### src/rtl/ahb_arb2.sv
`default_nettype none
// +----------------------------------------------------------------------------+
// | Module   : ahb_arb2                                                        |
// | Brief    : Two-master AHB-Lite arbiter sharing one slave path. Master 0 is |
// |            the CPU BIU, master 1 the smart_run DMA/debug master. Grant     |
// |            moves only when the owner is IDLE and the slave is ready, so    |
// |            bursts and pipelined transfers are never split.                 |
// | Revision : 1.0 - initial release                                           |
// +----------------------------------------------------------------------------+
module ahb_arb2 #(
    parameter int unsigned PARK_MST = 0,
    parameter int unsigned WAIT_W   = 16
) (
    input  logic              cpu_clk,
    input  logic              cpu_rst_b,
    // master 0 (CPU BIU)
    input  logic [31:0]       m0_haddr,
    input  logic [1:0]        m0_htrans,
    input  logic              m0_hwrite,
    input  logic [2:0]        m0_hsize,
    input  logic [2:0]        m0_hburst,
    input  logic [3:0]        m0_hprot,
    input  logic [31:0]       m0_hwdata,
    output logic              m0_hready,
    output logic [1:0]        m0_hresp,
    // master 1 (smart_run DMA/debug)
    input  logic [31:0]       m1_haddr,
    input  logic [1:0]        m1_htrans,
    input  logic              m1_hwrite,
    input  logic [2:0]        m1_hsize,
    input  logic [2:0]        m1_hburst,
    input  logic [3:0]        m1_hprot,
    input  logic [31:0]       m1_hwdata,
    output logic              m1_hready,
    output logic [1:0]        m1_hresp,
    // read data broadcast to both masters
    output logic [31:0]       arb_hrdata,
    // shared slave path
    output logic [31:0]       arb_pad_haddr,
    output logic [1:0]        arb_pad_htrans,
    output logic              arb_pad_hwrite,
    output logic [2:0]        arb_pad_hsize,
    output logic [2:0]        arb_pad_hburst,
    output logic [3:0]        arb_pad_hprot,
    output logic [31:0]       arb_pad_hwdata,
    input  logic              pad_arb_hready,
    input  logic [1:0]        pad_arb_hresp,
    input  logic [31:0]       pad_arb_hrdata,
    // status
    output logic              arb_owner,
    output logic [WAIT_W-1:0] m0_wait_cnt,
    output logic [WAIT_W-1:0] m1_wait_cnt
);

    localparam logic              c_PARK     = PARK_MST[0];
    localparam logic [1:0]        c_IDLE     = 2'b00;
    localparam logic [1:0]        c_OKAY     = 2'b00;
    localparam logic [WAIT_W-1:0] c_CNT_MAX  = {WAIT_W{1'b1}};
    localparam logic [WAIT_W-1:0] c_CNT_ONE  = {{(WAIT_W-1){1'b0}}, 1'b1};
    localparam logic [WAIT_W-1:0] c_CNT_ZERO = {WAIT_W{1'b0}};

    // per-master views, indexed by master number
    logic [1:0][1:0]        w_htrans;
    logic [1:0][31:0]       w_hwdata;
    logic [1:0]             w_req;
    logic [1:0]             w_hready;
    logic [1:0][1:0]        w_hresp;
    logic [1:0][WAIT_W-1:0] r_wait_cnt;

    // arbitration state
    logic                   r_addr_owner;
    logic                   r_dph_owner;
    logic                   r_dph_vld;
    logic [1:0]             w_own_htrans;
    logic                   w_switch_ok;
    logic                   w_other_req;
    logic                   w_owner_nxt;

    assign w_htrans = {m1_htrans, m0_htrans};
    assign w_hwdata = {m1_hwdata, m0_hwdata};
    assign w_req    = {m1_htrans[1], m0_htrans[1]};

    // Owner transfer type and the safe-boundary test. BUSY keeps the grant
    // because a burst is still in progress.
    assign w_own_htrans = r_addr_owner ? m1_htrans : m0_htrans;
    assign w_switch_ok  = pad_arb_hready && (w_own_htrans == c_IDLE);
    assign w_other_req  = w_req[~r_addr_owner];

    // Grant decision for the next cycle: hand over to a waiting master,
    // otherwise park, otherwise keep the current owner.
    always_comb begin
        w_owner_nxt = r_addr_owner;
        if (w_switch_ok) begin
            if (w_other_req) begin
                w_owner_nxt = ~r_addr_owner;
            end else if (w_req == 2'b00) begin
                w_owner_nxt = c_PARK;
            end
        end
    end

    // Address-phase owner register.
    always_ff @(posedge cpu_clk) begin
        if (!cpu_rst_b) begin
            r_addr_owner <= c_PARK;
        end else begin
            r_addr_owner <= w_owner_nxt;
        end
    end

    // Data-phase tracking advances only when the slave accepts the address
    // phase, so it always names the master whose transfer is in data phase.
    always_ff @(posedge cpu_clk) begin
        if (!cpu_rst_b) begin
            r_dph_owner <= 1'b0;
            r_dph_vld   <= 1'b0;
        end else if (pad_arb_hready) begin
            r_dph_owner <= r_addr_owner;
            r_dph_vld   <= w_own_htrans[1];
        end
    end

    // Address-phase mux onto the shared path.
    always_comb begin
        if (r_addr_owner) begin
            arb_pad_haddr  = m1_haddr;
            arb_pad_htrans = m1_htrans;
            arb_pad_hwrite = m1_hwrite;
            arb_pad_hsize  = m1_hsize;
            arb_pad_hburst = m1_hburst;
            arb_pad_hprot  = m1_hprot;
        end else begin
            arb_pad_haddr  = m0_haddr;
            arb_pad_htrans = m0_htrans;
            arb_pad_hwrite = m0_hwrite;
            arb_pad_hsize  = m0_hsize;
            arb_pad_hburst = m0_hburst;
            arb_pad_hprot  = m0_hprot;
        end
    end

    // Write data follows the data-phase owner, one cycle behind the address.
    assign arb_pad_hwdata = w_hwdata[r_dph_owner];
    assign arb_hrdata     = pad_arb_hrdata;
    assign arb_owner      = r_addr_owner;

    genvar gi;
    generate
        for (gi = 0; gi < 2; gi++) begin : g_mst
            localparam logic c_IDX = 1'(gi);

            // Owner sees the slave ready; a requesting non-owner is stalled
            // and must hold its address, an idle non-owner sees ready.
            assign w_hready[gi] = (r_addr_owner == c_IDX) ? pad_arb_hready
                                                          : ~w_htrans[gi][1];

            // Responses reach only the master owning the live data phase.
            assign w_hresp[gi]  = (r_dph_vld && (r_dph_owner == c_IDX))
                                  ? pad_arb_hresp : c_OKAY;

            // Stall counter: clears on the grant, otherwise counts saturating
            // while this master waits for the bus.
            always_ff @(posedge cpu_clk) begin
                if (!cpu_rst_b) begin
                    r_wait_cnt[gi] <= c_CNT_ZERO;
                end else if ((w_owner_nxt == c_IDX) && (r_addr_owner != c_IDX)) begin
                    r_wait_cnt[gi] <= c_CNT_ZERO;
                end else if ((r_addr_owner != c_IDX) && w_req[gi] &&
                             (r_wait_cnt[gi] != c_CNT_MAX)) begin
                    r_wait_cnt[gi] <= r_wait_cnt[gi] + c_CNT_ONE;
                end
            end
        end
    endgenerate

    assign m0_hready   = w_hready[0];
    assign m1_hready   = w_hready[1];
    assign m0_hresp    = w_hresp[0];
    assign m1_hresp    = w_hresp[1];
    assign m0_wait_cnt = r_wait_cnt[0];
    assign m1_wait_cnt = r_wait_cnt[1];

endmodule
`default_nettype wire

### config.mk
export PLATFORM = sky130hd
export DESIGN_NAME = ahb_arb2
export DESIGN_NICKNAME = d
export VERILOG_FILES = /design/src/rtl/ahb_arb2.sv
export SDC_FILE = /design/constraint.sdc
export NUM_CORES = 1
export LEC_CHECK = 0
export CORE_AREA = 2 2 130 132
export DETAILED_ROUTE_END_ITERATION = 7
export DIE_AREA = 0 0 132 134
export MAX_ROUTING_LAYER = met4
export PLACE_DENSITY_LB_ADDON = 0.3
export SETUP_SLACK_MARGIN = 0.4
export SYNTH_ARGS = -nofsm -noshare
export SYNTH_HDL_FRONTEND = slang
export SYNTH_SLANG_ARGS = --single-unit
### constraint.sdc
create_clock -name cpu_clk -period 2.75 [get_ports cpu_clk]
set_clock_uncertainty 0.15 [all_clocks]
set_input_delay 0.6875 -clock cpu_clk [delete_from_list [all_inputs] [get_ports cpu_clk]]
set_output_delay 0.6875 -clock cpu_clk [all_outputs]
set_load 0.005 [all_outputs]
======== After elaboration in Yosys (flattened, before gate mapping) ========
Index checks and enable logic that the tools add are counted.
storage, ports and cells
  flip-flop bits (word level) ............. 35
  bits of input ports ..................... 191
  output and inout port bits .............. 148
  logic and storage cells ................. 47
operators by class
  $add $sub $neg .......................... 2
  magnitude comparators ................... 2
  equal/unequal tests ..................... 2
  mux-type cells .......................... 17
  bitwise gates (word level) .............. 6
  reduce and logical (&&, ||, !) cells .... 13
operators by type and width
  operator                                                     count
  2-to-1 mux 32 bit                                            3
  adder 16 x 1 -> 16 bit (second input constant)               2
  inequality test 16 bit (second input constant)               2
  logical AND 1 bit                                            9
  2-to-1 mux 1 bit                                             8
  2-to-1 mux 2 bit                                             3
  2-to-1 mux 3 bit                                             2
  NOT 1 bit                                                    6
  zero test 2 bit                                              2
  less-than comparator 1 x 2 -> 1 bit (second input constant)  2
  2-to-1 mux 4 bit                                             1
  OR reduction 2 bit                                           2

======== Logic depth before layout (Yosys ltp) ========
Gate-level depths: netlist (run 1).
  word-level depth ........................ 8
  depth in mapped cells ................... 7
  gate-level depth less buffers ........... 5

======== Worst setup path after synthesis (run 1) ========
No wires, ideal clock.
  path type ............................... register -> output
  start point ............................. register r_addr_owner (netlist: arb_owner)
  end point ............................... output port arb_pad_haddr[25]
  arrival ................................. 1544 ps
  data required time ...................... 1913 ps
  slack ................................... 369 ps
  stages on the path, launching flop included .. 5
  buffers on the path ..................... 3
  cell sequence ........................... dfxtp_1 > buf_2 > buf_1 > clkbuf_1 > mux2_2
on the way
  cells in the longest elaborated chain, start to end .. 1
RTL lines
  item                    line  RTL
  from (decl)             71    logic r_addr_owner;
  from (signal assigned)  105   r_addr_owner <= c_PARK;
  from (signal assigned)  107   r_addr_owner <= w_owner_nxt;
  2-to-1 mux 32 bit       125   if (r_addr_owner) begin
  to (decl)               39    output logic [31:0] arb_pad_haddr,
Every way passes these cells.

======== Final worst setup path (run 1) ========
  start point ............................. input port m1_hwdata[30]
  end point ............................... output port arb_pad_hwdata[30]
on the way
  cells in the longest elaborated chain, start to end .. 2
RTL lines
  item                                                  line  RTL
  from (decl)                                           33    input logic [31:0] m1_hwdata,
  2-to-1 mux 32 bit (not written as such) (2 in a row)  143   assign arb_pad_hwdata = w_hwdata[r_dph_owner];
  to (decl)                                             45    output logic [31:0] arb_pad_hwdata,
Every way passes these cells. The select of a mux whose other input is x is not followed.

==> metrics.md, run 1 <==
| Metric | Value |
|---|---|
| Layout cell share with drive strength beyond 1 | `0.3172` |
| Synth area leader | `mux2_2` |
| Clk pin slew, worst setup/hold paths | `0.06 ns` |
| Initial antenna violation count | `3` |
| Synth area leaders | `mux2_2, dfxtp_1, buf_4` |
| Total setup buffers inserted after CTS | `0` |
| Slowest stage delay, CP | `0.42 ns` |
| Antenna diodes | `0` |
| Delay-heaviest family, CP | `buffers and inverters` |
| Yosys warns | `0` |
| Overall power | `about 1.7 mW` |
| Number of routed nets with antenna violations | `0` |
| DRT iter0 DRCs | `99` |
| Area Growth Syn to Fin | `94.44%` |
| CP Launch Type | `primary input` |
| Total negative slack | `0 ns` |
| I/O pins | `339` |
| Avg Inst Size Synth | `8.660 µm²` |
| Final period util | `0.8503` |
| Area occupied by multi-input gates | `0.002001 mm²` |
| Arr. time, crit path | `1.50 ns` |
| Die W | `132 µm` |
| Initial core utilization | `0.1823` |
| Buf/Inv on CP | `2` |
| Nets@finish | `about 790` |
| WHS | `0.3425 ns` |
| Die height | `around 130 µm` |
| Max-cap violations | `0` |
| Critical path's slowest cell | `clkdlybuf4s50_1` |
| Yosys reg bits | `35` |
| Min-Delay Path Class | `reg -> reg` |
| Routability cong. | `0.8598` |
| Synthesized Nets | `about 540` |
| Drt pass-1 iters | `4` |
| Clk sinks | `35` |
| DR vias | `3719` |
| Synthesized area | `0.002970 mm²` |
| CP Cell Sequence | `clkdlybuf4s50_1 -> mux2_2 -> buf_2` |
| Vias in the first global route | `3735` |
| Total GRT Usage | `0.1694` |
| Die Area | `0.01769 mm²` |
| Buffers on Ports | `274` |
| First-pass GRT wire length | `approximately 22000 µm` |
| Final setup vio count | `0` |
| Root Buffer | `clkbuf_16` |
| Cell count after synthesis | `343` |
| Critical Path RT | `1.91 ns` |
| Post-synth cell types | `38` |
| GRT Residual Overflow | `0` |
| F_max | `approximately 430 MHz` |
| Final WL | `15440 µm` |
| Crit path max fanout | `1` |
| H-tree level count | `2` |
| HPWL after DPL | `between 10000 and 15000 µm` |
| Endpoints failing hold | `0` |
| Outcome | `completed` |
| FF/Latch Area | `705.7 µm²` |
| Register area share after synthesis | `0.2359` |
| Clk_lat worst skew | `0.28 ns` |
| Critical path class | `in -> out` |
| CP Capture Type | `output pin` |
| RSZ-0062 raised after global routing | `true` |
| DR vias/cell | `4.541` |
| Worst slew pin tran | `between 0.7 and 0.8 ns` |
| Final Max Slew Viols | `0` |
| # fillers | `approximately 1700` |
| Residual DRC | `0` |
| Core area | `0.01629 mm²` |
| Num CTS Buffers | `5` |
| Synth top area share | `0.2919` |
| Wirelength per Cell | `18.85 µm` |
| CTS tree | `yes` |
| Row count | `between 40 and 50` |
| Rel. slew slack | `0.4856` |
| Hold_buf cts | `0` |
| CTS max path bufs | `2` |
| Final Util | `0.3546` |
| Peak supply drop | `roughly 0.21 mV` |
| Leakage power | `2.346 nW` |
| Maximum number of pins on one net before global-route repair | `40` |
| Pwr dens | `286.9 mW/mm²` |
| Fin crit period | `about 2.3 ns` |
-- cell type report --
class,count,area share
tap,220,0.04766
timing repair buffer,296,0.4504
multi-input combinational,255,0.3464
clock inverter,2,0.006066
clock buffer,6,0.02405
sequential,35,0.1222
inverter,5,0.003250
-- worst paths after layout --
path | start | depth (start not counted) | slack, ns | endpoint
worst max-delay path | m1_hwdata[30] | 3 | 0.41 | arb_pad_hwdata[30]
worst min-delay path | m0_wait_cnt[15]$_SDFFE_PP0P_ | 2 | 0.34 | m0_wait_cnt[15]$_SDFFE_PP0P_
worst max register to register | m1_wait_cnt[0]$_SDFFE_PP0P_ | 5 | 0.58 | m1_wait_cnt[7]$_SDFFE_PP0P_
worst min register to register | m0_wait_cnt[15]$_SDFFE_PP0P_ | 2 | 0.34 | m0_wait_cnt[15]$_SDFFE_PP0P_
-- where the power goes --
part	leakage (nW)	switching (mW)	total [mW]	internal, mW
Clock	0.0868	0.211	0.661	0.450
Combinational	1.98	0.152	0.477	0.326
Sequential	0.284	0.00741	0.518	0.511
-- state kept, by name (all words and copies together) (netlist names) --
name,cells
m0_wait_cnt,16
m1_wait_cnt,16
r_dph_owner,1
r_dph_vld,1
arb_owner,1
-- placed cells by master, fill, tap and decap left out, types with 6 or more instances in the layout --
master and instances:
mux2_4 14, clkdlybuf4s50_1 132, a21oi_1 23, nand3_1 15, dlygate4sd2_1 54, buf_4 18, nor2_1 11, nand2_1 23
o31ai_1 16, and4_1 6, dfxtp_1 33, or4_1 13, and3_1 6, o21ai_0 7, nand4_1 7, buf_6 7
nor3_1 7, buf_2 67, dlymetal6s2s_1 11, or3_1 6, mux2_2 63
-- synth_stat cells --
cell      number
a31oi_1        1
o41ai_1        2
nor4_1         4
o311ai_0       2
o31ai_1       16
or3_1          6
o211ai_1       4
nor4bb_1       1
or4_1         13
buf_1          3
ha_1           2
o21ai_0        7
or2_2          1
inv_1          5
and4_2         1
nand3_1       15
nand4_1        7
or4_4          1
and3_1         6
and4_1         6
a211oi_1       1
a21oi_1       23
nand3_2        1
nand4b_1       1
clkbuf_1       9
buf_4         32
and2_1         3
o21a_1         2
nand2b_1       4
buf_2          4
nor2_1        12
dfxtp_1       35
nand2_1       23
nor3_1         7
mux2_2        77
nor2b_1        1
mux2i_1        4
nor3b_1        1
-- worst register-to-register path, stage by stage (launching register included) --
cell     delay [ns]
dfxtp_1        0.36
ha_1           0.26
and4_2         0.27
and4_1         0.36
or4_1          0.56
a21oi_1        0.15
-- metal layers --
layer,global-route usage,share of wire,vias to the layer above
li1,-,-,1778
met1,0.1742,0.36,1686
met2,0.3249,0.54,242
met3,0.04233,0.087,13
met4,0.03563,0.015,0
met5,-,0,-
-- metrics by stage --
step           instance area (µm²)  worst slack, ns  instances
2_1_floorplan                 2972           0.4571        343
3_3_place_gp                  5879          -0.2585        810
3_5_place_dp                  5879          -0.2580        810
4_1_cts                       5698           0.2000        819
5_1_grt                       5776           0.3827        819
6_report                      5776           0.4115        819
-- kinds of logic after synthesis --
family	synth area share
buffers and inverters	0.1091
adder cells (fa/ha/maj)	0.008423
AND/OR/NAND/NOR	0.2186
AO/OA/AOI/OAI	0.1226
multiplexers	0.3054
flip-flops	0.2359
-- repair_timing --
action                     CTS  global route
gates cloned                 1             0
pin swaps                    1             0
resized for setup          368            24
setup endpoints to repair   85            20
Power figures use the tool's default switching activity.
==> inputs of run 2 (changes only) <==
--- a/config.mk
+++ b/config.mk
@@ -6,6 +6,7 @@
 export NUM_CORES = 1
 export LEC_CHECK = 0
 export CORE_AREA = 2 2 130 132
+export CTS_BUF_LIST = sky130_fd_sc_hd__clkbuf_8 sky130_fd_sc_hd__clkbuf_16
 export DETAILED_ROUTE_END_ITERATION = 7
 export DIE_AREA = 0 0 132 134
 export MAX_ROUTING_LAYER = met4
==> results of run 2 <==
Same layout as run 1: the final DEF is identical, and so are final timing and power.
